[src/rtl/code_patch_cfg_ctrl.sv]
// Purpose: Wishbone config slave holding shadow pattern registers; a commit copies them to the active outputs atomically.
// Latency: config ack/err one cycle after the request is sampled; an idle-bus commit reaches the outputs two edges after acceptance.
// Backpressure: one access per two cycles; shadow/commit writes get err while a commit is pending; the commit waits for mon_cyc_i idle, up to TIMEOUT cycles.
module code_patch_cfg_ctrl #(
  parameter int ADDR_WIDTH          = 16,
  parameter int DATA_WIDTH          = 16,
  parameter int NUM_REGS            = 2,
  parameter int SUB_REGS_DATA_WIDTH = 16,
  parameter int TIMEOUT             = 255
) (
  input  logic                           clk_i,
  input  logic                           rst_i,
  input  logic [DATA_WIDTH-1:0]          cfg_dat_i,
  input  logic [7:0]                     cfg_adr_i,
  input  logic                           cfg_cyc_i,
  input  logic                           cfg_stb_i,
  input  logic                           cfg_we_i,
  output logic [DATA_WIDTH-1:0]          cfg_dat_o,
  output logic                           cfg_ack_o,
  output logic                           cfg_err_o,
  input  logic                           mon_cyc_i,
  output logic                           cfg_pat_gen_o,
  output logic                           cfg_addr_or_data_o,
  output logic [ADDR_WIDTH-1:0]          ctl_pat_addr_o [NUM_REGS],
  output logic [SUB_REGS_DATA_WIDTH-1:0] ctl_pat_data_o [NUM_REGS],
  output logic [NUM_REGS-1:0]            ctl_pat_pen_o,
  output logic [NUM_REGS-1:0]            ctl_pat_nopg_o,
  output logic                           commit_done_o
);

  typedef enum logic [1:0] {
    ST_IDLE  = 2'd0,
    ST_WAIT  = 2'd1,
    ST_APPLY = 2'd2
  } state_t;

  localparam logic [15:0] TMO_LAST = 16'(TIMEOUT - 1);

  state_t                         state;
  logic [15:0]                    wait_cnt;
  logic                           timeout_flag;
  logic                           sh_pat_gen;
  logic                           sh_addr_or_data;
  logic [NUM_REGS-1:0]            sh_pen;
  logic [NUM_REGS-1:0]            sh_nopg;
  logic [ADDR_WIDTH-1:0]          sh_addr [NUM_REGS];
  logic [SUB_REGS_DATA_WIDTH-1:0] sh_data [NUM_REGS];

  logic                  pending;
  logic                  req;
  logic                  mapped;
  logic                  err_cond;
  logic                  wr_en;
  logic                  wr_ctrl;
  logic [DATA_WIDTH-1:0] rd_dat;

  assign pending = (state != ST_IDLE);
  // A response in flight blocks re-sampling, so a held strobe yields one ack every other cycle
  assign req     = cfg_cyc_i & cfg_stb_i & ~cfg_ack_o & ~cfg_err_o;

  // Address decode and zero-extended read-data mux
  always_comb begin
    mapped = 1'b0;
    rd_dat = '0;
    case (cfg_adr_i)
      8'h00: begin mapped = 1'b1; rd_dat[1:0] = {sh_addr_or_data, sh_pat_gen}; end
      8'h01: begin mapped = 1'b1; rd_dat[1:0] = {timeout_flag, pending}; end
      8'h02: begin mapped = 1'b1; rd_dat[NUM_REGS-1:0] = sh_pen; end
      8'h03: begin mapped = 1'b1; rd_dat[NUM_REGS-1:0] = sh_nopg; end
      default: begin
        for (int i = 0; i < NUM_REGS; i++) begin
          if (cfg_adr_i == {4'h1, 4'(i)}) begin
            mapped = 1'b1;
            rd_dat[ADDR_WIDTH-1:0] = sh_addr[i];
          end
          if (cfg_adr_i == {4'h2, 4'(i)}) begin
            mapped = 1'b1;
            rd_dat[SUB_REGS_DATA_WIDTH-1:0] = sh_data[i];
          end
        end
      end
    endcase
  end

  // STATUS is read-only; every write is refused while a commit is pending so the shadow set stays frozen
  assign err_cond = ~mapped | (cfg_we_i & ((cfg_adr_i == 8'h01) | pending));
  assign wr_en    = req & cfg_we_i & ~err_cond;
  assign wr_ctrl  = wr_en & (cfg_adr_i == 8'h00);

  // Single-cycle ack/err response with registered read data
  always_ff @(posedge clk_i) begin
    if (!rst_i) begin
      cfg_ack_o <= 1'b0;
      cfg_err_o <= 1'b0;
      cfg_dat_o <= '0;
    end else begin
      cfg_ack_o <= req & ~err_cond;
      cfg_err_o <= req & err_cond;
      cfg_dat_o <= (req & ~err_cond) ? rd_dat : '0;
    end
  end

  // Shadow register writes (low bits of the write data)
  always_ff @(posedge clk_i) begin
    if (!rst_i) begin
      sh_pat_gen      <= 1'b0;
      sh_addr_or_data <= 1'b0;
      sh_pen          <= '0;
      sh_nopg         <= '0;
      for (int i = 0; i < NUM_REGS; i++) begin
        sh_addr[i] <= '0;
        sh_data[i] <= '0;
      end
    end else if (wr_en) begin
      case (cfg_adr_i)
        8'h00: begin
          sh_pat_gen      <= cfg_dat_i[0];
          sh_addr_or_data <= cfg_dat_i[1];
        end
        8'h02: sh_pen  <= cfg_dat_i[NUM_REGS-1:0];
        8'h03: sh_nopg <= cfg_dat_i[NUM_REGS-1:0];
        default: begin
          for (int i = 0; i < NUM_REGS; i++) begin
            if (cfg_adr_i == {4'h1, 4'(i)}) sh_addr[i] <= cfg_dat_i[ADDR_WIDTH-1:0];
            if (cfg_adr_i == {4'h2, 4'(i)}) sh_data[i] <= cfg_dat_i[SUB_REGS_DATA_WIDTH-1:0];
          end
        end
      endcase
    end
  end

  // Commit FSM: wait for an idle CPU bus (bounded), then copy every shadow value to the active outputs at once
  always_ff @(posedge clk_i) begin
    if (!rst_i) begin
      state              <= ST_IDLE;
      wait_cnt           <= '0;
      timeout_flag       <= 1'b0;
      commit_done_o      <= 1'b0;
      cfg_pat_gen_o      <= 1'b0;
      cfg_addr_or_data_o <= 1'b0;
      ctl_pat_pen_o      <= '0;
      ctl_pat_nopg_o     <= '0;
      for (int i = 0; i < NUM_REGS; i++) begin
        ctl_pat_addr_o[i] <= '0;
        ctl_pat_data_o[i] <= '0;
      end
    end else begin
      commit_done_o <= 1'b0;
      if (wr_ctrl && cfg_dat_i[9]) timeout_flag <= 1'b0;
      case (state)
        ST_IDLE: begin
          if (wr_ctrl && cfg_dat_i[8]) begin
            state    <= ST_WAIT;
            wait_cnt <= '0;
          end
        end
        ST_WAIT: begin
          if (!mon_cyc_i) begin
            state <= ST_APPLY;
          end else if (wait_cnt == TMO_LAST) begin
            state        <= ST_IDLE;
            timeout_flag <= 1'b1;
            wait_cnt     <= '0;
          end else begin
            wait_cnt <= wait_cnt + 16'd1;
          end
        end
        ST_APPLY: begin
          cfg_pat_gen_o      <= sh_pat_gen;
          cfg_addr_or_data_o <= sh_addr_or_data;
          ctl_pat_pen_o      <= sh_pen;
          ctl_pat_nopg_o     <= sh_nopg;
          for (int i = 0; i < NUM_REGS; i++) begin
            ctl_pat_addr_o[i] <= sh_addr[i];
            ctl_pat_data_o[i] <= sh_data[i];
          end
          commit_done_o <= 1'b1;
          state         <= ST_IDLE;
          wait_cnt      <= '0;
        end
        default: state <= ST_IDLE;
      endcase
    end
  end

endmodule

[config.mk]
export PLATFORM = sky130hd
export DESIGN_NAME = code_patch_cfg_ctrl
export DESIGN_NICKNAME = d
export VERILOG_FILES = /design/src/rtl/code_patch_cfg_ctrl.sv
export SDC_FILE = /design/constraint.sdc
export NUM_CORES = 1
export LEC_CHECK = 0
export ABC_AREA = 0
export BUFFER_PORTS_ARGS = -buffer_cell sky130_fd_sc_hd__buf_2
export CAP_MARGIN = 20
export CORE_MARGIN = 1.5
export CORE_UTILIZATION = 45
export DETAILED_ROUTE_END_ITERATION = 10
export GPL_TIMING_DRIVEN = 0
export PLACE_DENSITY = 0.78
export SETUP_SLACK_MARGIN = 0.15
export SYNTH_ARGS = -nofsm -noshare
export SYNTH_HDL_FRONTEND = slang
export SYNTH_SLANG_ARGS = --single-unit
[constraint.sdc]
create_clock -name clk_i -period 2.7 [get_ports clk_i]
set_input_delay 0.135 -clock clk_i [delete_from_list [all_inputs] [get_ports clk_i]]
set_output_delay 0.135 -clock clk_i [all_outputs]
set_load 0.01 [all_outputs]
---- After elaboration in Yosys (flattened, before gate mapping) ----
Memory sizes are Yosys's and may differ from the RTL's.
Cells that the tools add are included.
W data, S select, Z words.
word-level totals
  bits in registers ....................... 114
  RAM bits ................................ 64
  output and inout bits ................... 89
  memories ................................ 2
memory list
  name     depth  bits a word  read ports  clocked after Yosys merged registers in  write ports  RTL line  text
  sh_addr  2      16           2           0                                        2            46        logic [ADDR_WIDTH-1:0] sh_addr [NUM_REGS];
  sh_data  2      16           2           0                                        2            47        logic [SUB_REGS_DATA_WIDTH-1:0] sh_data [NUM_REGS];
cells by class
  add/sub/neg operators ................... 1
  equal/unequal tests ..................... 13
  mux-type cells .......................... 47
  bitwise gates (word level) .............. 21
  reductions and logical operators ........ 15
operator list
  kind                     number
  $mux W16                 11
  $pmux W16 S3             1
  $mux W1                  30
  $add A16 B1 Y16 const B  1
  $eq A16 B8 Y1 const B    1
  $eq A8 B2 Y1 const B     2
  $eq A8 B5 Y1 const B     2
  $eq A8 B6 Y1 const B     2
  $reduce_and A2 Y1        5
  $and A1 B1 Y1            9
  $eq A8 B1 Y1 const B     1
  $logic_not A8 Y1         1
  $pmux W2 S4              1
  $mux W2                  3
  $not A1 Y1               6
  $or A1 B1 Y1             6
  $reduce_or A6 Y1         1
  $ne A2 B2 Y1 const B     2
  $pmux W2 S2              1
  $reduce_or A4 Y1         1
  $ne A3 B3 Y1 const B     1
  $reduce_and A3 Y1        1
  $reduce_bool A3 Y1       1
  $reduce_or A3 Y1         1
  other kinds (5)          6

---- Depth between registers and ports, before layout ----
Gate-level depths: netlist of the first run.
  depth after elaboration ................. 16
  mapped depth ............................ 7

---- Least setup slack after synthesis of the first run ----
No wires, ideal clock.
  kind .................................... reg-to-reg
  from .................................... reg cfg_ack_o
  to ...................................... mem sh_addr[0][0] (enable)
  setup time .............................. 0.411 ns
  arrival time ............................ 2.375 ns
  setup slack ............................. -0.086 ns
  cell stages (with the launch flop) ...... 6
  buffers on the path ..................... 1
  period minus slack after synthesis ...... 2.786 ns
  path through ............................ dfxtp_1 -> nor4bb_1 -> and2_1 -> buf_2 -> nand3_1 -> o21ai_0
RTL lines
  element                   RTL line  text
  start: declaration        19        output logic cfg_ack_o,
  start signal: assignment  97        cfg_ack_o <= req & ~err_cond;
  end: declaration          46

==> results of run 1 <==
worst reg2reg max path, cell delays in order, from the launching register on:
cell	delay [ns]
dfxtp_1	0.32
nor4bb_2	0.49
and2_1	0.19
buf_2	0.22
nand3_1	0.21
o21ai_4	0.54
cell usage in the layout, fill, tap and decap left out, types with 20 or more instances in the layout:
cell	n
buf_2	121
a21oi_1	100
edfxtp_1	64
clkbuf_1	55
clkbuf_16	20
dfxtp_1	114
nand2_1	164
a211oi_2	30
inv_1	31
nand3_1	66
power by group:
part | switching [mW] | total (mW) | leakage (nW) | internal [mW]
Combinational | 0.163 | 0.216 | 1.41 | 0.0536
Clock | 1.01 | 2.46 | 0.289 | 1.44
Sequential | 0.0316 | 2.84 | 1.57 | 2.81
Total | 1.21 | 5.52 | 3.26 | 4.31
final cells by class:
class                           count  area [sq um]
Fill cell                        1455          7367
Sequential cell                   178          4204
Multi-Input combinational cell    512          3024
Timing Repair Buffer              123         650.6
Clock buffer                       22         518.0
Buffer                             67         296.5
Tap cell                          220         275.3
Inverter                           31         116.4
Clock inverter                      8         72.57
registers in the layout, summed over array words and instances (netlist names), 2 cells and up:
name	flops
ctl_pat_addr_o	32
ctl_pat_data_o	32
sh_addr	32
sh_data	32
cfg_dat_o	16
wait_cnt	16
ctl_pat_nopg_o	2
ctl_pat_pen_o	2
sh_nopg	2
sh_pen	2
state	2
stage by stage:
step,hold WS (ns),power [mW]
after floorplan,0.2066,3.000
after global placement,0.3611,3.096
after detailed placement,0.3675,3.098
after CTS,0.07189,5.526
after global routing,0.1171,5.664
final,0.09643,5.516
routing by layer:
metal / vias to the layer above / global-route usage / wire length, um
li1: 3104 / - / -
met1: 3108 / 0.3339 / 8882
met2: 356 / 0.3845 / 9983
met3: 57 / 0.06207 / 2049
met4: 0 / 0.1276 / 716
met5: - / 0 / 0
cell families after synthesis:
kind of cell | share of synthesized area
flops | 0.5525
buf+inv | 0.05427
fa+ha+maj | 0.003288
compound gates | 0.1774
mux | 0.01348
simple gates | 0.1990
final timing paths:
kind	to	slack (ns)	cells after the start
max	sh_addr[0][2]	0.37	5
min	cfg_err_o	0.1	3
max reg2reg	sh_addr[0][2]	0.37	5
min reg2reg	ctl_pat_data_o[26]	0.45	2
repair_timing:
action                                 in CTS  in global routing
endpoints found under the hold margin       7                  0
setup endpoints to repair                  32                 85
setup buffers                               0                  1
resized for setup                           2                  2
hold buffers                                4                  0
pin swaps                                   0                  1
==> flow_summary.ini, run 1 <==
[floorplanning]
initial_utilization = 0.4604
io_pins = 119
chipHeight_um = 133.0
rows = 47
die_area_sq_um = 17700
die_w_um = 133.0
core_area_sq_um = 16520

[detailed_routing]
routed_via_density = 5.706
vias = 6625
routed_wl_mm = 21.63
drc = 0
drt-initial-drc-count = 716
dr.pass1.iters = 5
wl_per_cell_um = 18.63
antenna_left = 0

[synth]
syn_nets = 820
synth_edf_count = 64
synth_area_leaders = dfxtp_1 30%, edfxtp_1 25%, nand2_1 8.1%
synth_ff_type = dfxtp_1
synth_area_sq_um = 7609
synthCells = 788
ys_warn_count = 0
synth_common_cells = 164 x nand2_1, 114 x dfxtp_1, 100 x a21oi_1
ys_types = 53
synth_top_area_cell = dfxtp_1
yosysMostFrequentCell = nand2_1
async_reset_ff_frac = 0
synth-seq-area-share = 0.5525
synth.ff_latch_count = 178
avgSynthCellArea_sq_um = 9.656
yosys.area.top_type_share = 0.3000

[sta]
rsz0062_at_grt = false
finalWorstSetupSlack_ns = 0.3658
fin_crit_ns = 2.334
fin_crit_sh = 0.8645
relSlewSlack = 0.4498
clock_skew_ns = 0.006038
hold_violations = 0
setup_viol = 0
tns_ns = 0
drv_slew = 0
max_freq_mhz = 428.4
worst_pin_slew_ns = 0.8178

[flow_run]
max_cap_viol_count = 0

[global_route]
grt_pass1_vias = 6157
grt_overflow_total = 0
grt_max_degree = 17
grt_antenna_before_repair = 0
grt_pass1_wl_mm = 33.89
grtUsageTotal = 0.2520

[pwr]
p_per_area_nw_per_um2 = 602.3
irDropWorstVdd_uv = 500.2
static-leakage-power_nw = 3.259

[clock_network]
clockBufferDepth = 2
cts_tree = yes
clk_latency_ns = 0.43
clkSinkCount = 178
path_clk_slew_ns = 0.06
cts_buffers = 17
h-tree-depth = 4
cts_root_buffer = clkbuf_16

[critical_path]
cp_slowest_stage_delay_ns = 0.54
rr_startpoint = cfg_ack_o
cp_max_fo = 16
crit_arrival_ns = 2.40
path_delay_family = simple AND/OR/NAND/NOR gates
cp_slowest_cell = o21ai_4
cp-start-kind = register
crit_start = cfg_ack_o
cp-end-kind = register
required_ns = 2.77
path_buf_inv = 1
critical_path_class = reg -> reg
path_cells = nor4bb_2 -> and2_1 -> buf_2 -> nand3_1 -> o21ai_4

[layout]
fin_cells = 1161
design_area_sq_um = 9158
drive_above_1_share = 0.2232
area_growth_pct = 20.36
finalNetCount = 962
final_util = 0.5542
n_antenna_cell = 0

[placed_design]
io_buffers = 118
hpwl_mm = 15.82
gp_congestion = 0.9318
place_inst = 1126
pre_cts_slack_ns = 0.01473
placed_cell_area_sq_um = 8482

[worst_hold_path]
hold_class = in -> reg
min_from = cfg_we_i

[outcome]
status = complete, no violations
No activity file was read; power rests on OpenSTA's default activity.
==> run 2: changes to the inputs <==
--- a/config.mk
+++ b/config.mk
@@ -13,6 +13,7 @@
 export DETAILED_ROUTE_END_ITERATION = 10
 export GPL_TIMING_DRIVEN = 0
 export PLACE_DENSITY = 0.78
+export RECOVER_POWER = 50
 export SETUP_SLACK_MARGIN = 0.15
 export SYNTH_ARGS = -nofsm -noshare
 export SYNTH_HDL_FRONTEND = slang
==> run 2 against run 1 <==
  * Sequential power barely moved
  * Final cell count did not move
  * Via count rose by 0.65%
  * Core utilization fell by 0.85 points
  * Maximum frequency fell by 2.0%
  * Critical path type unchanged
  * Critical endpoint is now sh_data[0][5]
  * Highest routed layer unchanged
==> flow_summary.ini, run 2 (synthesized netlist as in run 1, its figures left out) <==
[sta]
drv_slew = 0
fin_crit_sh = 0.8818
rsz0062_at_grt = false
max_freq_mhz = 420.0
setup_viol = 0
clock_skew_ns = 0.006157
worst_pin_slew_ns = 0.8149
relSlewSlack = 0.4517
fin_crit_ns = 2.381
hold_violations = 0

[clock_network]
clkSinkCount = 178
cts_tree = yes
cts_buffers = 17
cts_root_buffer = clkbuf_16
h-tree-depth = 4
clockBufferDepth = 2
clk_latency_ns = 0.43
path_clk_slew_ns = 0.06

[layout]
layout_common_cells = 164 x nand2_1, 145 x clkbuf_1, 114 x dfxtp_1, 100 x a21oi_1, 66 x nand3_1
n_antenna_cell = 0
finalNetCount = 962
design_area_sq_um = 9017
mostFrequentLayoutCell = nand2_1
drive_above_1_share = 0.1265
area_growth_pct = 18.52
fillCellCount = 1495

[pwr]
irDropWorstVdd_uv = 498.0
p_per_area_nw_per_um2 = 611.5
static-leakage-power_nw = 2.856
power.total_mw = 5.514

[worst_hold_path]
hold_class = in -> reg

[critical_path]
rr_startpoint = cfg_ack_o
cp-endpoint = sh_data[0][5]
crit_start = cfg_ack_o
cp_max_fo = 16
cp-end-kind = register
crit_arrival_ns = 2.45
r2r-end = sh_data[0][5]
reg2reg_depth = 6
cp-start-kind = register
critical_path_class = reg -> reg
required_ns = 2.77
regToRegSetupSlack_ns = 0.32

[detailed_routing]
drt-initial-drc-count = 757
met2_length_mm = 9.973
routed_via_density = 5.743
wl_met3_mm = 2.123
dr.pass1.iters = 7
vias = 6668
m1WireLength_mm = 8.942
wl_per_cell_um = 18.78
drc = 0
routed.top_layer = met4
antenna_left = 0
routed_wl_mm = 21.80

[global_route]
grt_max_degree = 17
grtUsageTotal = 0.2520
grt_overflow_total = 0
grt_antenna_before_repair = 0
grt_pass1_vias = 6157
grt_pass1_wl_mm = 33.89

[outcome]
status = complete, no violations

[floorplanning]
core_area_sq_um = 16520
chipHeight_um = 133.0
die_area_sq_um = 17700
die_w_um = 133.0
rows = 47
initial_utilization = 0.4604
io_pins = 119

[placed_design]
hpwl_mm = 15.82
gp_congestion = 0.9318
placed_cell_area_sq_um = 8482
io_buffers = 118

[flow_run]
max_cap_viol_count = 0
run 2: cell types whose count changed in the layout (fill, tap and decap cells not counted):
cell	before	now
a2111oi_0	0	1
a2111oi_1	1	0
buf_12	1	0
buf_2	121	31
clkbuf_1	55	145
clkbuf_2	0	1
o21ai_0	5	6
o21ai_4	2	1
run 2: power breakdown:
group	switching (mW)	internal, mW	leakage, nW
logic	0.162	0.0502	1.00
registers	0.0318	2.81	1.57
clock network	1.01	1.44	0.289
run 2: critical path: stages (launching register included):
cell      delay, ns
dfxtp_1        0.32
nor4bb_2       0.48
and2_1         0.19
buf_2          0.22
nand3_1        0.16
o21ai_0        0.19
clkbuf_2       0.45
run 2: repair_timing:
item | 4_1_cts | 5_1_grt
endpoints found under the setup margin | 32 | 85
resized for setup | 2 | 2
hold buffers | 4 | 0
buffers inserted | 0 | 1
endpoints found under the hold margin | 7 | 0
pin swaps | 0 | 1
run 2: stage by stage:
stage | cells | util | hold WS, ns | setup TNS [ns] | worst slack (ns)
finish | 1161 | 0.5457 | 0.09338 | 0 | 0.3191
global route | 1161 | 0.5457 | 0.1171 | 0 | 0.1696
CTS | 1160 | 0.5524 | 0.07189 | 0 | 0.1827
detailed placement | 1126 | 0.5133 | 0.3675 | 0 | 0.01473
global placement | 1126 | 0.5128 | 0.3611 | -33.29 | -1.077
floorplan | 788 | - | 0.2066 | -2.760 | -0.08626
run 2: how the worst min path moves through the flow:
stage	cells past startpoint	slack (ns)	endpoint	startpoint
floorplan	1	0.21	state[1]	mon_cyc_i
global placement	2	0.36	state[1]	mon_cyc_i
detailed placement	2	0.37	state[1]	mon_cyc_i
CTS	3	0.07	cfg_err_o	cfg_we_i
global route	3	0.12	cfg_err_o	cfg_we_i
finish	3	0.09	cfg_err_o	cfg_we_i
run 2: routing by layer:
metal | vias to the layer above | GRT usage
li1 | 3103 | -
met1 | 3138 | 0.3339
met2 | 370 | 0.3845
met3 | 57 | 0.06207
met4 | 0 | 0.1276
met5 | - | 0
run 2: area by class of cell:
cell class,instances,area [sq um],share of cell area
sequential,178,4204,0.4662
multi-input combinational,512,3012,0.3340
timing repair buffer,123,523.0,0.05800
clock buffer,22,518.0,0.05744
buffer,67,296.5,0.03288
tap,220,275.3,0.03053
inverter,31,116.4,0.01290
clock inverter,8,72.57,0.008048
==> run 3: changes to the inputs <==
--- a/config.mk
+++ b/config.mk
@@ -6,7 +6,7 @@
 export NUM_CORES = 1
 export LEC_CHECK = 0
 export ABC_AREA = 0
-export BUFFER_PORTS_ARGS = -buffer_cell sky130_fd_sc_hd__buf_2
+export BUFFER_PORTS_ARGS = -buffer_cell sky130_fd_sc_hd__buf_4
 export CAP_MARGIN = 20
 export CORE_MARGIN = 1.5
 export CORE_UTILIZATION = 45
==> run 3 against run 2 <==
  * Non-clock buffer count did not move
  * Clock skew rose by 0.0037 ns
  * First-iteration DRC count rose by 16%
  * Design area rose by 1.1%
  * Maximum frequency fell by 4.1%
  * Total power fell by 0.36%
  * Final cell count rose by 0.17%
  * Sequential power barely moved
  * Core utilization rose by 0.59 points
  * Register-to-register slack got worse by 0.10 ns
  * Worst setup slack got worse by 0.10 ns
  * Critical endpoint is now sh_addr[0][28]
  * Largest cell class unchanged
==> flow_summary.ini, run 3 (synthesized netlist as in run 1, its figures left out) <==
[worst_hold_path]
hold_class = in -> reg

[sta]
setup_viol = 0
rsz0062_at_grt = false
clock_skew_ns = 0.009856
drv_slew = 0
fin_hold_ws_ns = 0.005562
hold_violations = 0
relSlewSlack = 0.4870
tns_ns = 0
fin_crit_ns = 2.482
fin_crit_sh = 0.9191
worst_pin_slew_ns = 0.7676
max_freq_mhz = 403.0

[placed_design]
placed_cell_area_sq_um = 8777
hpwl_mm = 15.93
io_buffers = 118
gp_congestion = 0.9230

[layout]
area_growth_pct = 19.80
layout_common_cells = 163 x nand2_1, 144 x clkbuf_1, 114 x dfxtp_1, 100 x a21oi_1, 66 x nand3_1
final_util = 0.5516
mostFrequentLayoutCell = nand2_1
drive_above_1_share = 0.1283
design_area_sq_um = 9115
finalNetCount = 962
n_antenna_cell = 0

[pwr]
power_frac_seq = 0.517
p_switching_mw = 1.288
swShare = 0.2344
clkPwrFrac = 0.440
static-leakage-power_nw = 2.955
p_per_area_nw_per_um2 = 602.7
power.total_mw = 5.494
pwr-share-comb = 0.042
irDropWorstVdd_uv = 483.1
internal-power_mw = 4.206

[global_route]
grt_use_met1 = 0.3291
grtUsageTotal = 0.2532
grt_max_degree = 17
grt_antenna_before_repair = 0
top_usage_layer = met2
gr-usage-met2 = 0.4019
grt_pass1_wl_mm = 34.12
grt_overflow_total = 0
grt_pass1_vias = 6308
met3_usage = 0.07586

[detailed_routing]
drt-initial-drc-count = 881
wl_per_cell_um = 19.20
dr.pass1.iters = 5
vias = 6741
drc = 0
routed_wl_mm = 22.33
routed_via_density = 5.796
antenna_left = 0

[critical_path]
cp_slowest_stage_delay_ns = 0.63
cp_max_fo = 16
required_ns = 2.77
critical_path_class = reg -> reg
cp-start-kind = register
cp-end-kind = register
regToRegSetupSlack_ns = 0.22
crit_arrival_ns = 2.55
path_buf_inv = 1
cp_slowest_cell = nor4bb_1
path_cells = nor4bb_1 -> and2_0 -> buf_2 -> nand3_1 -> nand2_1
path_delay_family = simple AND/OR/NAND/NOR gates

[clock_network]
cts_tree = yes
clk_latency_ns = 0.44
path_clk_slew_ns = 0.07
clkSinkCount = 178
cts_root_buffer = clkbuf_16
clockBufferDepth = 2
h-tree-depth = 4
cts_buffers = 17

[floorplanning]
die_area_sq_um = 17700
initial_utilization = 0.4604
die_w_um = 133.0
core_area_sq_um = 16520
rows = 47
io_pins = 119
chipHeight_um = 133.0

[outcome]
status = complete, no violations

[flow_run]
max_cap_viol_count = 0
==> run 3: cell types whose count changed in the layout (fill, tap and decap cells not counted), moves of 2 or more <==
cell	delta
inv_6	+3
and2_0	+2
o21ba_1	+4
clkinv_4	+2
o21ba_2	-4
buf_12	+2
and2_1	-2
buf_4	+28
buf_2	-28
==> run 3: routing by layer <==
metal / up-vias / part of all wire
met3: 51 / 0.11
met2: 398 / 0.47
met5: - / 0
li1: 3100 / -
met4: 0 / 0.028
met1: 3192 / 0.40
==> run 3: power groups by stage <==
| stage | clock (mW) | combinational (mW) | sequential (mW) |
|---|---|---|---|
| 4_1_cts | 2.43 | 0.217 | 2.84 |
| 6_report | 2.42 | 0.232 | 2.84 |
| 3_3_place_gp | 0 | 0.209 | 2.90 |
| 3_5_place_dp | 0 | 0.212 | 2.90 |
| 5_1_grt | 2.54 | 0.245 | 2.84 |
| 2_1_floorplan | 0 | 0.116 | 2.88 |
==> run 3: repair_timing <==
item                                    in CTS  in global routing
pin swaps                                    0                  2
endpoints found under the hold margin        6                  0
hold buffers                                 3                  0
endpoints found under the setup margin      32                 57
cloned                                       0                  0
setup buffers                                0                  2
resized for setup                            0                  4
==> run 3: worst paths after layout <==
kind,from,end,cells past startpoint
worst min-delay path,cfg_dat_i[8],state[0],3
worst max register to register,cfg_ack_o,sh_addr[0][28],5
worst max-delay path,cfg_ack_o,sh_addr[0][28],5
worst min register to register,ctl_pat_addr_o[17],ctl_pat_addr_o[17],2
==> run 3: final cells by class <==
class                           count  area [sq um]
Clock buffer                       21         493.0
Inverter                           31         116.4
Multi-Input combinational cell    512          3019
Fill cell                        1535          7410
Sequential cell                   178          4204
Clock inverter                     11         88.84
Tap cell                          220         275.3
Buffer                             67         296.5
Timing Repair Buffer              123         621.8
==> run 3: tightest hold or removal path: stages <==
cell	delay (ns)
buf_4	0.12
nand4_1	0.07
a21oi_1	0.06
==> run 3: metrics by stage <==
step                      worst slack, ns  std cells
after floorplan                  -0.08626        788
after global placement             -1.084       1126
after detailed placement          0.01598       1126
after CTS                        0.006530       1161
after global routing               0.1484       1163
final                              0.2185       1163
